## src/rtl/fetch_prefetch_unit_pkg.sv

```systemverilog
// Shared defaults and helpers for the fetch/prefetch unit.
//   ADDR_W_DEF   : PC / instruction-memory address width
//   INSTR_W_DEF  : instruction width
//   DEPTH_DEF    : prefetch queue entries (power of 2, >= 2)
//   RESET_PC_DEF : PC loaded on reset
//   PC_STEP_DEF  : PC increment per sequential fetch
package fetch_prefetch_unit_pkg;

    localparam int unsigned ADDR_W_DEF   = 64;
    localparam int unsigned INSTR_W_DEF  = 32;
    localparam int unsigned DEPTH_DEF    = 4;
    localparam int unsigned PC_STEP_DEF  = 4;
    localparam logic [63:0] RESET_PC_DEF = 64'h0;

    // Width of an occupancy counter that must hold 0..depth inclusive.
    function automatic int unsigned cnt_width(input int unsigned depth);
        return $clog2(depth + 1);
    endfunction

endpackage

```

## src/rtl/fetch_prefetch_unit_if.sv

```systemverilog
// Fetch-unit bus bundle: instruction-memory request/response plus the
// decode-facing valid/ready stream.
//   master : the fetch unit (drives imem_req/imem_addr and the out_* stream)
//   slave  : memory + decode side (drives imem_rdata and out_ready)
interface fetch_prefetch_unit_if
    import fetch_prefetch_unit_pkg::*;
#(
    parameter int unsigned ADDR_W  = ADDR_W_DEF,
    parameter int unsigned INSTR_W = INSTR_W_DEF
);
    logic               imem_req;
    logic [ADDR_W-1:0]  imem_addr;
    logic [INSTR_W-1:0] imem_rdata;
    logic               out_valid;
    logic               out_ready;
    logic [ADDR_W-1:0]  out_pc;
    logic [INSTR_W-1:0] out_instr;

    modport master (
        output imem_req, imem_addr, out_valid, out_pc, out_instr,
        input  imem_rdata, out_ready
    );

    modport slave (
        input  imem_req, imem_addr, out_valid, out_pc, out_instr,
        output imem_rdata, out_ready
    );
endinterface

```

## src/rtl/fetch_prefetch_unit_fetch_fifo.sv

```systemverilog
// Synchronous show-ahead FIFO for {pc, instr} entries.
//   clk, reset : clock, synchronous active-high reset
//   flush      : clears all entries (same effect as reset)
//   push/push_data : write one entry
//   pop        : retire the head entry
//   head_data  : current head entry (valid when count != 0)
//   count      : occupied entries, 0..DEPTH
module fetch_fifo
    import fetch_prefetch_unit_pkg::*;
#(
    parameter int unsigned WIDTH = ADDR_W_DEF + INSTR_W_DEF,
    parameter int unsigned DEPTH = DEPTH_DEF
) (
    input  logic                          clk,
    input  logic                          reset,
    input  logic                          flush,
    input  logic                          push,
    input  logic [WIDTH-1:0]              push_data,
    input  logic                          pop,
    output logic [WIDTH-1:0]              head_data,
    output logic [cnt_width(DEPTH)-1:0]   count
);
    localparam int unsigned PTR_W = $clog2(DEPTH);
    localparam int unsigned CNT_W = cnt_width(DEPTH);

    logic [WIDTH-1:0] mem [DEPTH];
    logic [PTR_W-1:0] wr_ptr;
    logic [PTR_W-1:0] rd_ptr;

    // Pointers wrap naturally because DEPTH is a power of 2.
    always_ff @(posedge clk) begin
        if (reset || flush) begin
            wr_ptr <= '0;
            rd_ptr <= '0;
            count  <= '0;
        end else begin
            if (push) wr_ptr <= wr_ptr + PTR_W'(1);
            if (pop)  rd_ptr <= rd_ptr + PTR_W'(1);
            count <= count + CNT_W'(push) - CNT_W'(pop);
        end
    end

    // Storage needs no reset; count gates its visibility.
    always_ff @(posedge clk) begin
        if (push && !flush && !reset) mem[wr_ptr] <= push_data;
    end

    assign head_data = mem[rd_ptr];

endmodule

```

## src/rtl/fetch_prefetch_unit.sv

```systemverilog
// Instruction-fetch stage with prefetch queue.
//   clk, reset  : clock, synchronous active-high reset
//   redirect    : flush + PC reload pulse, redirect_pc carries the new PC
//   bus         : master side of fetch_prefetch_unit_if (imem request/response
//                 and the valid/ready stream of {pc, instr} to decode)
//   fifo_count  : occupied prefetch entries
// One read per cycle is issued to a 1-cycle-latency memory as long as the queue
// plus the in-flight read leave room, so pushes can never overflow the queue.
module fetch_prefetch_unit
    import fetch_prefetch_unit_pkg::*;
#(
    parameter int unsigned        ADDR_W   = ADDR_W_DEF,
    parameter int unsigned        INSTR_W  = INSTR_W_DEF,
    parameter int unsigned        DEPTH    = DEPTH_DEF,
    parameter logic [ADDR_W-1:0]  RESET_PC = ADDR_W'(RESET_PC_DEF),
    parameter int unsigned        PC_STEP  = PC_STEP_DEF
) (
    input  logic                          clk,
    input  logic                          reset,
    input  logic                          redirect,
    input  logic [ADDR_W-1:0]             redirect_pc,
    fetch_prefetch_unit_if.master         bus,
    output logic [cnt_width(DEPTH)-1:0]   fifo_count
);
    localparam int unsigned CNT_W   = cnt_width(DEPTH);
    localparam int unsigned OCC_W   = CNT_W + 1;
    localparam int unsigned ENTRY_W = ADDR_W + INSTR_W;

    logic [ADDR_W-1:0]  pc;
    logic [ADDR_W-1:0]  inflight_pc;
    logic               inflight;
    logic               pop;
    logic               push;
    logic               issue;
    logic               valid;
    logic [OCC_W-1:0]   occ;
    logic [ENTRY_W-1:0] head;

    // Handshake and issue decisions; occ counts queued + in-flight - leaving.
    always_comb begin
        valid = (fifo_count != '0) && !redirect && !reset;
        pop   = valid && bus.out_ready;
        occ   = OCC_W'(fifo_count) + OCC_W'(inflight) - OCC_W'(pop);
        issue = !reset && !redirect && (occ < OCC_W'(DEPTH));
        push  = inflight && !redirect;
    end

    // PC and in-flight tracking; redirect drops the outstanding read.
    always_ff @(posedge clk) begin
        if (reset) begin
            pc          <= RESET_PC;
            inflight    <= 1'b0;
            inflight_pc <= '0;
        end else if (redirect) begin
            pc          <= redirect_pc;
            inflight    <= 1'b0;
        end else begin
            inflight <= issue;
            if (issue) begin
                pc          <= pc + ADDR_W'(PC_STEP);
                inflight_pc <= pc;
            end
        end
    end

    fetch_fifo #(
        .WIDTH (ENTRY_W),
        .DEPTH (DEPTH)
    ) u_fifo (
        .clk       (clk),
        .reset     (reset),
        .flush     (redirect),
        .push      (push),
        .push_data ({inflight_pc, bus.imem_rdata}),
        .pop       (pop),
        .head_data (head),
        .count     (fifo_count)
    );

    assign bus.imem_req  = issue;
    assign bus.imem_addr = pc;
    assign bus.out_valid = valid;
    assign bus.out_pc    = head[ENTRY_W-1:INSTR_W];
    assign bus.out_instr = head[INSTR_W-1:0];

endmodule

```

## src/flat_wrapper.sv

```systemverilog
// flat-port wrapper written by rule: the top's interface ports become plain ports
module fetch_prefetch_unit_flat import fetch_prefetch_unit_pkg::*;
#(
    parameter int unsigned        ADDR_W   = ADDR_W_DEF,
    parameter int unsigned        INSTR_W  = INSTR_W_DEF,
    parameter int unsigned        DEPTH    = DEPTH_DEF,
    parameter logic [ADDR_W-1:0]  RESET_PC = ADDR_W'(RESET_PC_DEF),
    parameter int unsigned        PC_STEP  = PC_STEP_DEF
)
  (clk, reset, redirect, redirect_pc, fifo_count, bus_imem_req, bus_imem_addr, bus_out_valid, bus_out_pc, bus_out_instr, bus_imem_rdata, bus_out_ready);
  fetch_prefetch_unit_if #(.ADDR_W(ADDR_W), .INSTR_W(INSTR_W)) bus_i ();
  input  logic clk;
  input  logic reset;
  input  logic redirect;
  input  logic [ADDR_W-1:0] redirect_pc;
  output logic [cnt_width(DEPTH)-1:0] fifo_count;
  output wire logic [$bits(bus_i.imem_req)-1:0] bus_imem_req;
  output wire logic [$bits(bus_i.imem_addr)-1:0] bus_imem_addr;
  output wire logic [$bits(bus_i.out_valid)-1:0] bus_out_valid;
  output wire logic [$bits(bus_i.out_pc)-1:0] bus_out_pc;
  output wire logic [$bits(bus_i.out_instr)-1:0] bus_out_instr;
  input wire logic [$bits(bus_i.imem_rdata)-1:0] bus_imem_rdata;
  input wire logic [$bits(bus_i.out_ready)-1:0] bus_out_ready;
  assign bus_imem_req = bus_i.imem_req;
  assign bus_imem_addr = bus_i.imem_addr;
  assign bus_out_valid = bus_i.out_valid;
  assign bus_out_pc = bus_i.out_pc;
  assign bus_out_instr = bus_i.out_instr;
  assign bus_i.imem_rdata = bus_imem_rdata;
  assign bus_i.out_ready = bus_out_ready;
  fetch_prefetch_unit #(.ADDR_W(ADDR_W), .INSTR_W(INSTR_W), .DEPTH(DEPTH), .RESET_PC(RESET_PC), .PC_STEP(PC_STEP)) u_core (.clk(clk), .reset(reset), .redirect(redirect), .redirect_pc(redirect_pc), .bus(bus_i), .fifo_count(fifo_count));
endmodule
```

## config.mk

```make
export PLATFORM = sky130hd
export DESIGN_NAME = fetch_prefetch_unit_flat
export DESIGN_NICKNAME = d
export VERILOG_FILES = /design/src/rtl/fetch_prefetch_unit_pkg.sv /design/src/rtl/fetch_prefetch_unit_if.sv /design/src/rtl/fetch_prefetch_unit_fetch_fifo.sv /design/src/rtl/fetch_prefetch_unit.sv /design/src/flat_wrapper.sv
export SDC_FILE = /design/constraint.sdc
export NUM_CORES = 1
export LEC_CHECK = 0
export ABC_CLOCK_PERIOD_IN_PS = 4850
export BUFFER_PORTS_ARGS = -buffer_cell sky130_fd_sc_hd__buf_2
export CORE_UTILIZATION = 50
export DETAILED_ROUTE_END_ITERATION = 16
export MAX_ROUTING_LAYER = met4
export PLACE_DENSITY = 0.73
export SYNTH_ARGS = -nofsm -noshare
export SYNTH_HDL_FRONTEND = slang
export SYNTH_SLANG_ARGS = --single-unit
```

## constraint.sdc

```tcl
create_clock -name clk -period 4.85 [get_ports clk]
set_input_delay 0.97 -clock clk [delete_from_list [all_inputs] [get_ports clk]]
set_output_delay 0.97 -clock clk [all_outputs]
set_load 0.005 [all_outputs]
```

Word-level counts from Yosys, hierarchy flattened
Memories as Yosys holds them, arrays and structs flattened. A register that Yosys moved wholly into a read port is not among the register bits.
Index checks and enable logic that the tools add are counted.
- add/subtract/negate cells: 7
- $lt $le $gt $ge: 1
- mux-type cells: 6
- bitwise logic cells: 1
- reductions and logical operators: 15
- operator list (operator ; count):
    $mux 64 ; 2
    $add 64x3->64 const B ; 1
    $logic_and 1x1->1 ; 8
    $add 2x1->2 const B ; 2
    $add 3x1->4 ; 1
    $lt 4x3->1 const B ; 1
    $mux 2 ; 2
    $sub 4x1->4 ; 1
    $add 3x1->3 ; 1
    $reduce_bool 3->1 ; 1
    $sub 3x1->3 ; 1
    $logic_not 1->1 ; 2
    $mux 1 ; 2
    $reduce_and 2->1 ; 1
    $reduce_bool 2->1 ; 1
    $reduce_or 2->1 ; 1
    $logic_or 1x1->1 ; 1
    $not 1->1 ; 1
- flip-flop bits (word level): 136
- RAM bits: 384
- input port bits: 100
- logic and storage cells: 37
- memories: 1
- memories (name ; depth ; bits a word ; read ports ; clocked after Yosys merged registers in ; write ports ; RTL line ; text):
    u_core.u_fifo.mem ; 4 ; 96 ; 1 ; 1 ; 1 ; fetch_prefetch_unit_fetch_fifo.sv:26 ; logic [WIDTH-1:0] mem [DEPTH];

Depth between registers and ports, before layout
Gate-level depths: netlist of run 1.
- depth after elaboration: 9
- gate-level depth with buffers: 15
- depth with buffers taken out: 11

Modules after synthesis
Synthesis of run 1 repeated with hierarchy kept, for this count alone.
- cells, all modules: 1332
- area total of the unflattened synthesis: 20377.0 um^2
- modules (own cells, without submodules) (module ; times used ; cells each ; area an instance (um^2) ; seq. area each (um^2)):
    fetch_fifo ; 1 ; 545 ; 14285.0 ; 11711.2
    fetch_prefetch_unit ; 1 ; 787 ; 6092.1 ; 2582.5

Worst setup path before layout of run 1
Ideal clock, no wire load.
- path type: input -> output
- start point: in reset
- end point: out bus_imem_req
- data arrival time: 3717 ps
- required time: 3880 ps
- path slack: 163 ps
- stages on the path: 12
- path through: clkbuf_1 or2_2 clkbuf_1 nor3b_1 ha_1 inv_1 ha_1 nand3b_1 a211oi_2 o21ai_1 inv_2 clkbuf_1
- longest elaborated chain between the ends: 6
- elaborated cells on any way between the ends: 7
- RTL lines (element ; RTL line ; text):
    start: declaration ; flat_wrapper.sv:13 ; input logic reset;
    $logic_not 1->1 ; fetch_prefetch_unit.sv:41 ; valid = (fifo_count != '0) && !redirect && !reset;
    $logic_and 1x1->1 ; fetch_prefetch_unit.sv:41 ;
    $logic_and 1x1->1 ; fetch_prefetch_unit.sv:42 ; pop = valid && bus.out_ready;
    named net u_core.pop ; fetch_prefetch_unit.sv:32 ; logic pop;
    $sub 4x1->4 ; fetch_prefetch_unit.sv:43 ; occ = OCC_W'(fifo_count) + OCC_W'(inflight) - OCC_W'(pop);
    $lt 4x3->1 ; fetch_prefetch_unit.sv:44 ; issue = !reset && !redirect && (occ < OCC_W'(DEPTH));
    $logic_and 1x1->1 ; fetch_prefetch_unit.sv:44 ;
    end: declaration ; flat_wrapper.sv:17 ; output wire logic [$bits(bus_i.imem_req)-1:0] bus_imem_req;
The timed path passes the listed nets, and every way through them passes these cells.

Worst setup path after layout of run 1
- start point: in redirect
- end point: out bus_imem_req
- longest elaborated chain between the ends: 7
- elaborated cells on any way between the ends: 8
- RTL lines (element ; RTL line ; text):
    start: declaration ; flat_wrapper.sv:14 ; input logic redirect;
    $logic_not 1->1 ; fetch_prefetch_unit.sv:41 ;
    $logic_and 1x1->1 (2 in a row) ; fetch_prefetch_unit.sv:41 ;
    $logic_and 1x1->1 ; fetch_prefetch_unit.sv:42 ;
    named net u_core.pop ; fetch_prefetch_unit.sv:32 ;
    $sub 4x1->4 ; fetch_prefetch_unit.sv:43 ;
    $lt 4x3->1 ; fetch_prefetch_unit.sv:44 ;
    $logic_and 1x1->1 ; fetch_prefetch_unit.sv:44 ;
The timed path passes the listed nets, and every way through them passes these cells.

==> results.toml, run 1 <==
[yosys]
syn_nets = 1466
syn_inst = 1355
synthMuxAreaShare_pct = 10.7
ys.flop_type = "edfxtp_1"
syn-cell-area_sq_mm = 0.0206
synth_top_area_cell = "edfxtp_1"
yosys_warnings = 0
synthAdderAreaFrac_pct = 0.704
synth_top_family_by_area = "multiplexers"
yosys.area.top_type_share_pct = 55.9
yosys.area_share.simple_pct = 9.34
ys_async_sr_fraction_pct = 0
ys_ff_latch = 522
seq_area_frac_synth_pct = 69.3
synth_edf_count = 384
synthXorXnorAreaFrac_pct = 1.02
synth_area_leaders = "edfxtp_1 (56%), dfxtp_1 (13%), mux4_2 (10%)"
ys_types = 66
synth-compound-area-share_pct = 6.59
syn_area_per_cell_sq_um = 15.2

[min_path]
hp-class = "register to register"

[sta]
hold-worst-slack_ps = 492
finalSetupViolCount = 0
rsz0062_at_grt = "no"
worst_pin_slew_ps = 1030
timing.setup.tns_ps = 0
slew_violations = 0
slew_headroom_pct = 31.0
skew_ps = 16.8
min_period_ps = 4530
period_share_pct = 93.5
hold_viol_final = 0
clock.fmax_mhz = 221

[final_layout]
area.growth.synth_to_final_pct = 17.5
final_cell_mix = "edfxtp_1 (384), buf_2 (263), nand2_1 (169)"
instances_no_fill = 2189
num-fill-cells = 3187
nNetsFinal = 1724
drive_gt1_share_pct = 29.2
final_common_cell = "edfxtp_1"

[setup_path]
arrival_ps = 3560
required_ps = 3880
critPathKind = "input port to output pin"
max_stage_delay_ps = 770
crit_fanout = 10
critPathBufInv = 4
start_kind = "input port"
end_kind = "output pin"
path_cells = "buf_2 -> or2_2 -> nor3b_1 -> ha_1 -> inv_1 -> ha_1 -> nand3b_1 -> a211oi_2 -> o21ai_4 -> inv_2 -> buf_2"
path_delay_family = "compound AO/OA/AOI/OAI gates"
slowest_stage = "a211oi_2"

[global_routing]
grt-ovfl-total = 0
grt_max_degree = 94
grt_usage_pct = 24.5
antenna_found_initial = 2
grt_pass1_wl_mm = 74.8
grt_pass1_vias = 12800

[clocking]
cts_hold_buf = 0
cts_made_buffers = 51
cts_tree = "built"
htreeDepth = 2
path_clk_slew_ps = 60
cts_resized = 0
root_buffer = "clkbuf_16"
cts_buffer_depth = 3
numClockSinks = 522
clk_latency_ps = 590
cts_setup_buffers = 0

[drt]
routed_wl_mm = 49.7
first_iter_violations = 950
wl_per_cell_um = 22.7
dr.pass1.iters = 6
ant_nets = 0
via_per_inst = 5.88
num_vias = 12900
drc = 0

[placement]
dp.cells = 2092
gp_congestion = 0.834
dp_hpwl_mm = 31.3
io_buffers = 264

[power]
power_density_mw_per_mm2 = 382
leakagePower_nw = 8.54
report.power.total_mw = 9.25
ir_worst_vdd_mv = 0.235

[floorplanning]
die_y_um = 205
io_pins = 265
core_area_sq_mm = 0.0407
die_w_um = 205
start_util_pct = 50.6
rows = 74
fp.dieArea_sq_mm = 0.0421

[job]
drv_cap = 0

[run_status]
status = "complete, no violations"
## cell usage after synthesis (3+ instances only)
| library cell | n |
|---|---|
| mux4_2 | 96 |
| o31ai_1 | 10 |
| a2111oi_0 | 15 |
| o41a_1 | 3 |
| nor2_1 | 72 |
| xnor2_1 | 19 |
| nand2_1 | 169 |
| nor3b_1 | 3 |
| a2111oi_1 | 3 |
| or3_1 | 12 |
| or3_2 | 3 |
| a211oi_1 | 33 |
| buf_1 | 11 |
| edfxtp_1 | 384 |
| nand4_2 | 3 |
| xor2_1 | 5 |
| a21oi_1 | 71 |
| a311oi_1 | 20 |
| buf_2 | 4 |
| and4_1 | 9 |
| dfxtp_1 | 138 |
| clkbuf_1 | 58 |
| nor4_1 | 17 |
| o2111ai_1 | 3 |
| nand4_1 | 12 |
| buf_6 | 3 |
| nand3_1 | 27 |
| o21ai_0 | 11 |
| nor3_1 | 5 |
| inv_1 | 25 |
| ha_1 | 10 |
| mux2i_1 | 5 |
| or4_1 | 14 |
| nor2b_1 | 10 |
| and2_1 | 8 |
| and3_1 | 17 |
| clkbuf_8 | 4 |
| a31oi_1 | 4 |
| o221ai_1 | 5 |
## worst reg2reg max path: stages (launching register included)
cell and delay [ps]:
dfxtp_1 460, nor3_1 100, nor3b_1 320, ha_1 200
inv_1 40, ha_1 260, nand3b_1 170, a211oi_2 770
o2111ai_1 660, or4_1 610, a311oi_1 290
## state kept, by name (all words and copies together), names as in the netlist, named ones only
| name | flops |
|---|---|
| u_core.u_fifo.mem | 384 |
| u_core.bus.imem_addr | 64 |
| u_core.inflight_pc | 64 |
| u_core.u_fifo.count | 3 |
| u_core.u_fifo.rd_ptr | 2 |
| u_core.u_fifo.wr_ptr | 2 |
| u_core.inflight | 1 |
## final timing paths
check / startpoint / endpoint / cells after the start / slack, ps
worst max-delay path: redirect / bus_imem_req / 11 / 320
worst min-delay path: u_core.bus.imem_addr[63]$_SDFFE_PP0P_ / u_core.inflight_pc[63]$_SDFFE_PP0P_ / 2 / 490
worst max register to register: u_core.u_fifo.count[2]$_SDFF_PP0_ / u_core.bus.imem_addr[39]$_SDFFE_PP0P_ / 10 / 860
worst min register to register: u_core.bus.imem_addr[63]$_SDFFE_PP0P_ / u_core.inflight_pc[63]$_SDFFE_PP0P_ / 2 / 490
## power breakdown
group | switching (mW) | internal, mW
clock | 1.62 | 2.34
sequential | 0.101 | 4.84
combinational | 0.206 | 0.137
## per-stage QoR
step | area [sq um] | setup WS (ps) | util [%]
final | 24200 | 315 | 59.5
after global routing | 24200 | 158 | 59.5
after CTS | 24200 | 361 | 59.5
after detailed placement | 22500 | 56.0 | 55.3
after global placement | 22500 | 244 | 55.3
after floorplan | 20600 | 163 | -
## layout make-up
class                   count  area [sq um]  share of cell area, %
flip-flops and latches    522         14300                   59.0
multi-input cells         725          5880                   24.3
repair buffers            287          1580                   6.54
clock buffers              72          1450                   5.98
well taps                 532           666                   2.75
clock inverters            23           244                   1.01
inverters                  26          97.6                  0.403
diodes                      2          5.00                 0.0207
## kinds of logic (layout without fill, tap and decap cells)
| logic type | count (synthesis) | after routing |
|---|---|---|
| xor+xnor | 24 | 24 |
| mux | 101 | 101 |
| flops | 522 | 522 |
| compound gates | 195 | 195 |
| simple gates | 394 | 394 |
| buf+inv | 108 | 408 |
| fa+ha+maj | 11 | 11 |
| other cells | 0 | 2 |
## layer usage
layer | part of all wire [%] | vias up | track usage, %
li1 | - | 5818 | -
met1 | 42 | 6448 | 32.9
met2 | 48 | 512 | 37.9
met3 | 7.7 | 87 | 4.53
met4 | 2.9 | 0 | 7.75
met5 | 0 | - | -
Power figures use the tool's default switching activity.
==> run 2: changes to the inputs <==
--- a/config.mk
+++ b/config.mk
@@ -13,4 +13,5 @@
 export PLACE_DENSITY = 0.73
 export SYNTH_ARGS = -nofsm -noshare
 export SYNTH_HDL_FRONTEND = slang
+export SYNTH_HIERARCHICAL = 1
 export SYNTH_SLANG_ARGS = --single-unit
==> results.toml, run 2 <==
[run_status]
status = "complete, no violations"

[floorplanning]
fp.dieArea_sq_mm = 0.0416
rows = 73
core_area_sq_mm = 0.0400
die_y_um = 204
start_util_pct = 50.9
die_w_um = 204
io_pins = 265

[clocking]
cts_made_buffers = 52
root_buffer = "clkbuf_16"
path_clk_slew_ps = 60
numClockSinks = 522
cts_setup_buffers = 0
cts_resized = 0
cts_buffer_depth = 3
clk_latency_ps = 600
cts_tree = "built"
cts_hold_buf = 0
htreeDepth = 2

[final_layout]
area.growth.synth_to_final_pct = 17.5
nNetsFinal = 1710
final_common_cell = "edfxtp_1"
num-fill-cells = 3084
final_cell_mix = "edfxtp_1 (384), buf_2 (263), nand2_1 (198)"
drive_gt1_share_pct = 29.0
largest_register_ffs = 384
largest_register = "u_core/u_fifo/mem"

[sta]
hold_viol_final = 0
period_share_pct = 89.0
rsz0062_at_grt = "no"
timing.setup.tns_ps = 0
hold-worst-slack_ps = 491
finalSetupViolCount = 0
skew_ps = 29.4
min_period_ps = 4310
slew_violations = 0
worst_pin_slew_ps = 1020
slew_headroom_pct = 31.9
clock.fmax_mhz = 232

[drt]
drc = 0
first_iter_violations = 1333
num_vias = 12800
dr.pass1.iters = 5
wl_per_cell_um = 22.8
routed_wl_mm = 49.5
via_per_inst = 5.88
ant_nets = 0

[global_routing]
antenna_found_initial = 5
grt_pass1_wl_mm = 75.5
use_met2_pct = 36.6
use_met3_pct = 4.82
grt_pass1_vias = 12700
grt_max_degree = 102
grt_usage_pct = 25.1
grt-ovfl-total = 0
grt.busiest_layer = "met2"
met1_usage_pct = 35.1

[power]
leakagePower_nw = 8.03
ir_worst_vdd_mv = 0.268
power_density_mw_per_mm2 = 380

[yosys]
synth_top_area_cell = "edfxtp_1"
ys.flop_type = "edfxtp_1"
ys_ff_latch = 522
synth_area_leaders = "edfxtp_1 (57%), dfxtp_1 (14%), mux4_2 (11%)"
syn-cell-area_sq_mm = 0.0204
yosys-top-cells-count = "edfxtp_1 (384), nand2_1 (198), dfxtp_1 (138), mux4_2 (96), a21oi_1 (88)"
synth_edf_count = 384
ys_types = 62
syn_area_per_cell_sq_um = 15.3
yosys_warnings = 6
syn_nets = 1443
yosys.area.top_type_share_pct = 56.6
ys_async_sr_fraction_pct = 0
syn_inst = 1332
seq_area_frac_synth_pct = 70.1
synth.most_common_cell = "edfxtp_1"

[setup_path]
start_kind = "input port"
max_stage_delay_ps = 370
slowest_stage = "o211a_1"
arrival_ps = 3340
path_delay_family = "buffers and inverters"
path_cells = "buf_4 -> inv_1 -> nand2_1 -> nor2_1 -> and2_1 -> ha_1 -> inv_1 -> ha_1 -> and3b_1 -> o211a_1 -> o21ai_4 -> inv_2 -> buf_2"
end_kind = "output pin"
critPathKind = "input port to output pin"
crit_fanout = 21
critPathBufInv = 5
required_ps = 3880

[placement]
gp_congestion = 0.899
dp_hpwl_mm = 30.9
io_buffers = 264

[job]
drv_cap = 0

[min_path]
hp-class = "register to register"
[run 2: through the flow]
step           worst slack (ps)  utilization [%]  power (mW)  cells  instance area, sq um
4_1_cts                     545             59.8        9.18   2168                 23900
5_1_grt                     339             59.8        9.38   2171                 23900
2_1_floorplan               222                -        5.13   1332                 20400
3_5_place_dp                534             55.7        5.32   2070                 22300
6_report                    535             59.8        9.10   2172                 23900
3_3_place_gp                623             55.7        5.31   2070                 22300
[run 2: worst min-delay path, stage by stage (launching register included)]
cell     delay, ps
dfxtp_1        330
nand2_1         60
a21oi_1         50
[run 2: layout make-up]
cell class	instances	area [sq um]	share of cell area (%)
clock inverter	21	165	0.690
antenna	4	10.0	0.0418
clock buffer	77	1500	6.25
timing repair buffer	286	1580	6.59
tap	525	657	2.74
multi-input combinational	714	5650	23.6
inverter	23	86.3	0.361
sequential	522	14300	59.7
[run 2: routing by layer]
layer / up-vias / share of wire, % / routed length, um
met5: - / 0 / 0
met4: 0 / 2.8 / 1410
met3: 86 / 8.5 / 4230
met2: 561 / 46 / 22800
met1: 6444 / 43 / 21100
li1: 5686 / - / -
[run 2: final timing paths]
path                                                end                                  from  slack (ps)  depth (start not counted)
hold reg to reg      u_core/inflight_pc[0]$_SDFFE_PP0P_  u_core/bus.imem_addr[0]$_SDFFE_PP0P_         490                          2
hold / removal       u_core/inflight_pc[0]$_SDFFE_PP0P_  u_core/bus.imem_addr[0]$_SDFFE_PP0P_         490                          2
setup reg to reg  u_core/bus.imem_addr[50]$_SDFFE_PP0P_     u_core/u_fifo/count[1]$_SDFF_PP0_        1080                         13
setup / recovery                           bus_imem_req                                 reset         540                         13
[run 2: cells by family (layout without fill, tap and decap cells)]
group,Yosys count,count (layout),synth area share (%)
XOR/XNOR,30,30,1.36
AO/OA/AOI/OAI,188,188,5.63
adder cells (fa/ha/maj),11,11,0.712
multiplexers,105,105,11.1
AND/OR/NAND/NOR,380,380,8.80
flip-flops,522,522,70.1
other,0,4,0
buffers and inverters,96,407,2.29
[run 2: power breakdown]
group          switching [mW]  internal (mW)  leakage (nW)
Sequential             0.0922           4.82          4.41
Combinational           0.192          0.124          2.79
Clock                    1.63           2.24         0.824
Total                    1.91           7.19          8.03
